==> src/rtl/delta_decoder.sv <==
// Purpose: rebuild a sample stream from 2-bit delta-modulation spike codes; counts illegal codes.
// Latency: one cycle from spike_valid to recon/sat/recon_valid.
// Backpressure: none; every valid spike in RUN is consumed, so back-to-back spikes are accepted.
module delta_decoder #(
  parameter int WIDTH = 5,
  parameter int ERRW  = 4
) (
  input  logic             clk,
  input  logic             rst_n,
  input  logic             load,
  input  logic [WIDTH-1:0] init,
  input  logic [WIDTH-1:0] threshold,
  input  logic             spike_valid,
  input  logic [1:0]       spike,
  output logic [WIDTH-1:0] recon,
  output logic             recon_valid,
  output logic             sat,
  output logic             running,
  output logic [ERRW-1:0]  err_count
);

  typedef enum logic {
    ST_IDLE = 1'b0,
    ST_RUN  = 1'b1
  } state_t;

  // Spike code points: bit0 = event, bit1 = down polarity.
  localparam logic [1:0] CODE_NONE    = 2'b00;
  localparam logic [1:0] CODE_UP      = 2'b01;
  localparam logic [1:0] CODE_ILLEGAL = 2'b10;
  localparam logic [1:0] CODE_DOWN    = 2'b11;

  state_t             state_q, state_d;
  logic [WIDTH-1:0]   recon_q, recon_d;
  logic [WIDTH:0]     step_q, step_d;
  logic               sat_q, sat_d;
  logic               recon_valid_q, recon_valid_d;
  logic [ERRW-1:0]    err_count_q, err_count_d;

  // Signed arithmetic two bits wider than the sample: one bit for the
  // step (up to 2^WIDTH) and one for the sign of an underflowing result.
  logic signed [WIDTH+1:0] recon_ext;
  logic signed [WIDTH+1:0] step_ext;
  logic signed [WIDTH+1:0] up_sum;
  logic signed [WIDTH+1:0] dn_diff;
  logic signed [WIDTH+1:0] max_ext;

  // Widen recon and step, form both candidate results.
  always_comb begin
    recon_ext = signed'({2'b00, recon_q});
    step_ext  = signed'({1'b0, step_q});
    max_ext   = signed'({2'b00, {WIDTH{1'b1}}});
    up_sum    = recon_ext + step_ext;
    dn_diff   = recon_ext - step_ext;
  end

  // Next-state and datapath: load has priority over any spike in the same cycle.
  always_comb begin
    state_d       = state_q;
    recon_d       = recon_q;
    step_d        = step_q;
    sat_d         = sat_q;
    recon_valid_d = 1'b0;
    err_count_d   = err_count_q;

    if (load) begin
      state_d = ST_RUN;
      recon_d = init;
      // Encoder only fires when |delta| > threshold, so one spike means threshold+1.
      step_d  = {1'b0, threshold} + {{WIDTH{1'b0}}, 1'b1};
      sat_d   = 1'b0;
    end else if (state_q == ST_RUN && spike_valid) begin
      recon_valid_d = 1'b1;
      unique case (spike)
        CODE_UP: begin
          if (up_sum > max_ext) begin
            recon_d = {WIDTH{1'b1}};
            sat_d   = 1'b1;
          end else begin
            recon_d = up_sum[WIDTH-1:0];
            sat_d   = 1'b0;
          end
        end
        CODE_DOWN: begin
          if (dn_diff < 0) begin
            recon_d = {WIDTH{1'b0}};
            sat_d   = 1'b1;
          end else begin
            recon_d = dn_diff[WIDTH-1:0];
            sat_d   = 1'b0;
          end
        end
        CODE_ILLEGAL: begin
          sat_d = 1'b0;
          if (err_count_q != {ERRW{1'b1}}) begin
            err_count_d = err_count_q + {{(ERRW-1){1'b0}}, 1'b1};
          end
        end
        CODE_NONE: begin
          sat_d = 1'b0;
        end
        default: begin
          sat_d = 1'b0;
        end
      endcase
    end
  end

  // State and output registers, cleared asynchronously.
  always_ff @(posedge clk or negedge rst_n) begin
    if (!rst_n) begin
      state_q       <= ST_IDLE;
      recon_q       <= {WIDTH{1'b0}};
      step_q        <= {{WIDTH{1'b0}}, 1'b1};
      sat_q         <= 1'b0;
      recon_valid_q <= 1'b0;
      err_count_q   <= {ERRW{1'b0}};
    end else begin
      state_q       <= state_d;
      recon_q       <= recon_d;
      step_q        <= step_d;
      sat_q         <= sat_d;
      recon_valid_q <= recon_valid_d;
      err_count_q   <= err_count_d;
    end
  end

  assign recon       = recon_q;
  assign recon_valid = recon_valid_q;
  assign sat         = sat_q;
  assign running     = (state_q == ST_RUN);
  assign err_count   = err_count_q;

endmodule

==> config.mk <==
export PLATFORM = sky130hd
export DESIGN_NAME = delta_decoder
export DESIGN_NICKNAME = d
export VERILOG_FILES = /design/src/rtl/delta_decoder.sv
export SDC_FILE = /design/constraint.sdc
export NUM_CORES = 1
export LEC_CHECK = 0
export CAP_MARGIN = 25
export CORE_ASPECT_RATIO = 1.5
export CORE_MARGIN = 2
export CORE_UTILIZATION = 50
export CTS_BUF_LIST = sky130_fd_sc_hd__clkbuf_16
export DETAILED_ROUTE_END_ITERATION = 10
export GPL_TIMING_DRIVEN = 0
export HOLD_SLACK_MARGIN = 0.06
export PLACE_DENSITY = 0.79
export REMOVE_ABC_BUFFERS = 1
export SYNTH_ARGS = -nofsm -noshare
export SYNTH_HDL_FRONTEND = slang
export SYNTH_SLANG_ARGS = --single-unit
==> constraint.sdc <==
create_clock -name clk -period 3 [get_ports clk]
set_input_delay 0.6 -clock clk [delete_from_list [all_inputs] [get_ports clk]]
set_output_delay 0.6 -clock clk [all_outputs]
set_load 0.02 [all_outputs]
==> flow_summary.json <==
{
  "synthTopCellsByArea": "dfrtp_1 34%, ha_1 12%, inv_1 4.2%",
  "grt_max_degree": 26,
  "pin_count": 28,
  "irDropWorstVdd_mv": 0.641,
  "io_buffers": 27,
  "synthSimpleGateAreaFrac_pct": 14.8,
  "cts_tree": "built",
  "crit_type": "flip-flop to flip-flop",
  "path_max_fanout": 5,
  "cts_resized": 0,
  "fin_worst_skew_ns": 0.00337,
  "postRouteAntennaNets": 0,
  "ctsHoldBuffers": 0,
  "worstMarginPinSlew_ns": 0.819,
  "syn_inst": 138,
  "firstDrtPassIters": 4,
  "period_needed_ns": 2.65,
  "placed_cell_area_um2": 1560,
  "drive_gt1_share_pct": 6.59,
  "grt_pass1_vias": 1162,
  "num-fill-cells": 201,
  "crit_chain": "ha_1, inv_1, fa_1, a21oi_1, o22ai_1, and2_1, a211o_1, a211oi_1, o31ai_1",
  "vias": 1150,
  "yosysTopAreaCell": "dfrtp_1",
  "finalHoldViolations": 0,
  "slowest_stage": "dfstp_2",
  "antennaDiodeCount": 0,
  "critical_path.top_delay_family": "compound AO/OA/AOI/OAI gates",
  "drv_cap": 0,
  "power_leakage_nw": 0.719,
  "synth-adder-area-share_pct": 15.0,
  "cts_num_sinks": 18,
  "cts_buffers": 3,
  "crit_path_end_kind": "flip-flop",
  "fin_nets": 198,
  "fin_cells": 191,
  "power_density_nw_per_um2": 677,
  "cp.arrival_ns": 2.77,
  "die_h_um": 65.6,
  "drt_first_iter_violations": 19,
  "max_freq_mhz": 378,
  "antenna_found_initial": 0,
  "synth_compound_area_share_pct": 21.1,
  "synth-xor-area-share_pct": 5.53,
  "drt-total-wl_um": 2950,
  "max_slew_margin_pct": 45.3,
  "post_cts_buffers": 0,
  "cp.required_ns": 3.13,
  "outcome": "completed",
  "synth-main-ff-cell": "dfrtp_1",
  "finalInstanceArea_um2": 1640,
  "core_um2": 2420,
  "grt_pass1_wl_um": 5050,
  "worst_hold_path_type": "flip-flop to flip-flop",
  "grt_util_all_layers_pct": 23.2,
  "finalSetupViolations": 0,
  "areaGrowthSynthToFinish_pct": 29.6,
  "synthDistinctLibCells": 42,
  "timing.final.ws_setup_ns": 0.353,
  "pre_cts_ws_ns": 0.202,
  "die_area_um2": 2960,
  "hold_ws_ns": 0.486,
  "via_per_inst": 6.02,
  "synth_edf_count": 0,
  "avgRoutedWirePerCell_um": 15.4,
  "grt_overflow": 0,
  "synth_top_family_by_area": "compound AO/OA/AOI/OAI gates",
  "min_period_over_period_pct": 88.2,
  "netlist_area_um2": 1270,
  "seq_area_um2": 452,
  "clock-root-buffer": "clkbuf_16",
  "setup_tns_ns": 0,
  "insertion_delay_ns": 0.25,
  "slew_viol_final": 0,
  "slowest_delay_ns": 0.54,
  "async_flop_share_pct": 100,
  "die_w_um": 45.1,
  "cp.buffers_inverters": 1,
  "multi_input_area_um2": 747,
  "synth_warnings": 0,
  "synth_seq_cells": 18,
  "rsz0062_at_grt": "no",
  "seq_area_frac_synth_pct": 35.7,
  "gp_congestion": 0.964,
  "dp_hpwl_um": 2180,
  "drc": 0,
  "start_util_pct": 52.3,
  "htree_levels": 1,
  "synth.top_cell.area_share_pct": 33.6,
  "fp-row-count": 22,
  "clk_pin_slew_ns": 0.05,
  "cts.path.max_buffers": 2,
  "cp-start-kind": "flip-flop",
  "synthMuxAreaShare_pct": 2.47,
  "dpl.cell_count": 186,
  "syn_area_per_cell_um2": 9.18
}
[area by class of cell]
type                            count  area share, %
Tap cell                           24           1.83
Clock buffer                        3           4.57
Clock inverter                      1          0.229
Multi-Input combinational cell    102           45.5
Sequential cell                    18           27.5
Timing Repair Buffer               28           16.9
Inverter                           15           3.43
[logic make-up after synthesis]
logic type,Yosys count
AND/OR/NAND/NOR,39
adder cells (fa/ha/maj),14
XOR/XNOR,8
AO/OA/AOI/OAI,38
flip-flops,18
buffers and inverters,18
multiplexers,3
[cells in the mapped netlist, drive strengths merged (2+ instances only)]
master	instances
clkbuf	2
a211oi	3
nor2b	3
xnor2	5
ha	12
nor3	3
o31ai	4
a31oi	2
a2111oi	2
xor2	3
inv	15
mux2i	2
o21ai	5
nand2b	2
and2	2
nor2	9
o22ai	2
nand2	11
fa	2
dfrtp	17
a21oi	11
nand3	5
[worst paths after layout]
path / start / to / slack [ns] / cells past startpoint
max: step_q[0] / recon[2] / 0.35 / 9
min: step_q[0] / step_q[0] / 0.49 / 2
max reg2reg: step_q[0] / recon[2] / 0.35 / 9
min reg2reg: step_q[0] / step_q[0] / 0.49 / 2
max in group asynchronous: rst_n / recon[2] / 1.67 / 1
min in group asynchronous: rst_n / sat / 0.82 / 1
[per-layer routing]
metal	track usage [%]	wire, um	part of all wire [%]	vias up
li1	-	-	-	551
met1	27.9	1220	41	547
met2	37.1	1540	52	43
met3	3.85	110	3.7	9
met4	14.3	77	2.6	0
met5	0	0	0	-
[flip-flops by register name, summed over array words and instances (netlist names)]
register	count
step_q	6
recon	5
err_count	4
recon_valid	1
running	1
sat	1
[through the flow]
stage | power [mW] | util (%)
after global placement | 0.819 | 64.2
after global routing | 1.18 | 67.8
after floorplan | 0.652 | -
after CTS | 1.11 | 67.5
final | 1.11 | 67.8
after detailed placement | 0.834 | 64.2
[cells in the final DEF, fill, tap and decap left out, drive strengths merged, types with 2 or more instances in the layout]
cell,netlist,routed
nand2b,2,2
a2111oi,2,2
xnor2,5,5
mux2i,2,2
a31oi,2,2
xor2,3,3
nand2,11,11
clkbuf,2,4
o31ai,4,4
inv,15,15
a211oi,3,3
nor2,9,9
ha,12,12
o22ai,2,2
nand3,5,5
nor3,3,3
o21ai,5,5
fa,2,2
clkdlybuf4s50,0,27
nor2b,3,3
and2,2,2
a21oi,11,11
dfrtp,17,17
[power breakdown]
group / internal, mW / switching (mW)
logic: 0.230 / 0.264
registers: 0.292 / 0.0566
clock network: 0.177 / 0.0924
total: 0.699 / 0.413
[worst min-delay path, delay by kind of cell, from the launching register on]
family                 cells  cell delay (ns)
flip-flops                 1             0.37
buffers and inverters      1             0.04
multiplexers               1             0.06
Power figures use the tool's default switching activity.
==> edit, RTL diff (same flow settings) <==
Change the parameter `ERRW` from 4 to 3.
--- a/src/rtl/delta_decoder.sv
+++ b/src/rtl/delta_decoder.sv
@@ -5,3 +5,3 @@
   parameter int WIDTH = 5,
-  parameter int ERRW  = 4
+  parameter int ERRW  = 3
 ) (
Interface: changed (resized err_count); port bits go from 28 to 27. No check against the original RTL was run, so the function may have changed too.
==> edit against the unedited design <==
Routed wire length decreased by 3.5%. Utilization decreased by 2.3 points. Area after synthesis decreased by 1.1%. Setup slack improved by 220 ps. Sequential power decreased by 9.7%. Total power decreased by 8.6%. Count of clock-buffer cells in the layout unchanged. Largest power group unchanged. Sequential cell count decreased by 1. Worst hold slack improved by 5.7 ps. Final cell count decreased by 6.3%. Critical path depth decreased by 2. Design area decreased by 3.4%. Clock skew about the same. First-iteration DRC count increased by 47%.
==> edit: results (changes against the unedited design) <==
cp.arrival_ps: 2580  # -190 ps
hp-class: "flip-flop to flip-flop"
drive_gt1_share_pct: 7.742  # +1.2 points
largest_reg_flops: 6  # unchanged
drt_iter0_drc: 28  # +9
met2_usage_pct: 41.85  # +4.7 points
fp.dieW_um: 44.87  # -0.50%
reg2reg_setup_slack_ps: 580  # +220 ps
nets: 187  # -5.6%
gr-usage-met3_pct: 2.473  # -1.4 points
status: "finished, final reports clean"
crit_fanout: 6  # +1
synth-async-reset-ratio_pct: 100.0  # unchanged
use_met1_pct: 25.39  # -2.5 points
gp_congestion: 0.9067  # -6.0%
largest-register: "step_q"
critPathSlowestCell: "fa_1"
finalHoldViolations: 0  # unchanged
slew_headroom_pct: 47.75  # +2.5 points
synth_top_cells_by_count: "dfrtp_1 (16), ha_1 (13), a21oi_1 (11), inv_1 (11), nor2_1 (9)"
grt_pass1_wl_mm: 4.926  # -2.5%
grt_max_degree: 21  # -19%
skew_ps: 3.125  # -0.2414 ps
cts.path.max_buffers: 2  # unchanged
ys_seq_area_share_pct: 34.07  # -1.6 points
clock_latency_ps: 250  # about the same
grtUsageTotal_pct: 22.89  # -0.31 points
nFillCells: 207  # +3.0%
dp_hpwl_mm: 2.163  # -0.55%
totalWireLength_mm: 2.841  # -3.5%
viasPerCell: 5.955  # -1.1%
netlist_top_cells_area: "dfrtp_1 (32%), ha_1 (13%), a21oi_1 (4.4%), xor2_1 (3.5%), inv_1 (3.3%)"
portBuffers: 26  # -3.7%
syn_to_final_growth_pct: 26.57
critPathMaxStageDelay_ps: 420  # -120 ps
peakVddDrop_mv: 0.5309  # -17%
grt_pass1_vias: 1119  # -3.7%
cp_top_family: "simple AND/OR/NAND/NOR gates"
p_leak_uw: 0.0007029  # -2.2%
synth_cell_types: 44  # +4.8%
## edit: final timing paths
kind / end / startpoint / cells past startpoint
max: recon[2] / recon[0] / 7
min: step_q[0] / step_q[0] / 2
max reg2reg: recon[2] / recon[0] / 7
min reg2reg: step_q[0] / step_q[0] / 2
max in group asynchronous: step_q[2] / rst_n / 1
min in group asynchronous: recon[1] / rst_n / 1
## edit: final cells by class
type                    count  area share (%)
clock inverters             1          0.3157
repair buffers             26           16.42
clock buffers               3           4.736
well taps                  24           1.894
multi-input cells          97           47.12
flip-flops and latches     17           26.91
inverters                  11           2.605
## edit: power breakdown
part | leakage (uW) | total (uW) | switching (uW) | internal, uW
Sequential | 0.000203 | 315 | 42.9 | 272
Combinational | 0.000459 | 430 | 226 | 204
Clock | 0.0000409 | 271 | 92.0 | 179
Total | 0.000703 | 1020 | 361 | 655
## edit: per-layer routing
layer  up-vias  routed length, um
met5         -                  0
met4         0                 71
met3         7                 97
met2        31               1592
met1       512               1079
li1        516                  -
## edit: kinds of logic after synthesis
kind of cell,count (synthesis),share of synthesized area [%]
and+or+nand+nor,34,14.99
buffers and inverters,16,6.293
AOI/OAI and AO/OA,36,19.58
muxes,3,2.597
DFF,17,34.07
xor gates and xnor gates,9,6.293
adders and majority gates,15,16.18
## edit: through the flow
stage | instance area [um2] | instances | worst slack, ps | util (%) | hold WS, ps
final | 1585 | 179 | 576.0 | 65.44 | 491.4
after global routing | 1585 | 179 | 409.0 | 65.44 | 517.0
after CTS | 1585 | 179 | 608.3 | 65.44 | 494.6
after detailed placement | 1505 | 175 | 386.4 | 62.14 | 485.8
after global placement | 1505 | 175 | 400.6 | 62.14 | 475.1
after floorplan | 1215 | 125 | 792.5 | - | 304.4
## edit: worst register-to-register path, stage by stage (launching register included)
cell and delay, ps:
dfrtp_1 410, ha_1 260, fa_1 420, nor2b_2 190, o311ai_1 320, and4_1 410
nor4_1 100, o31ai_1 220
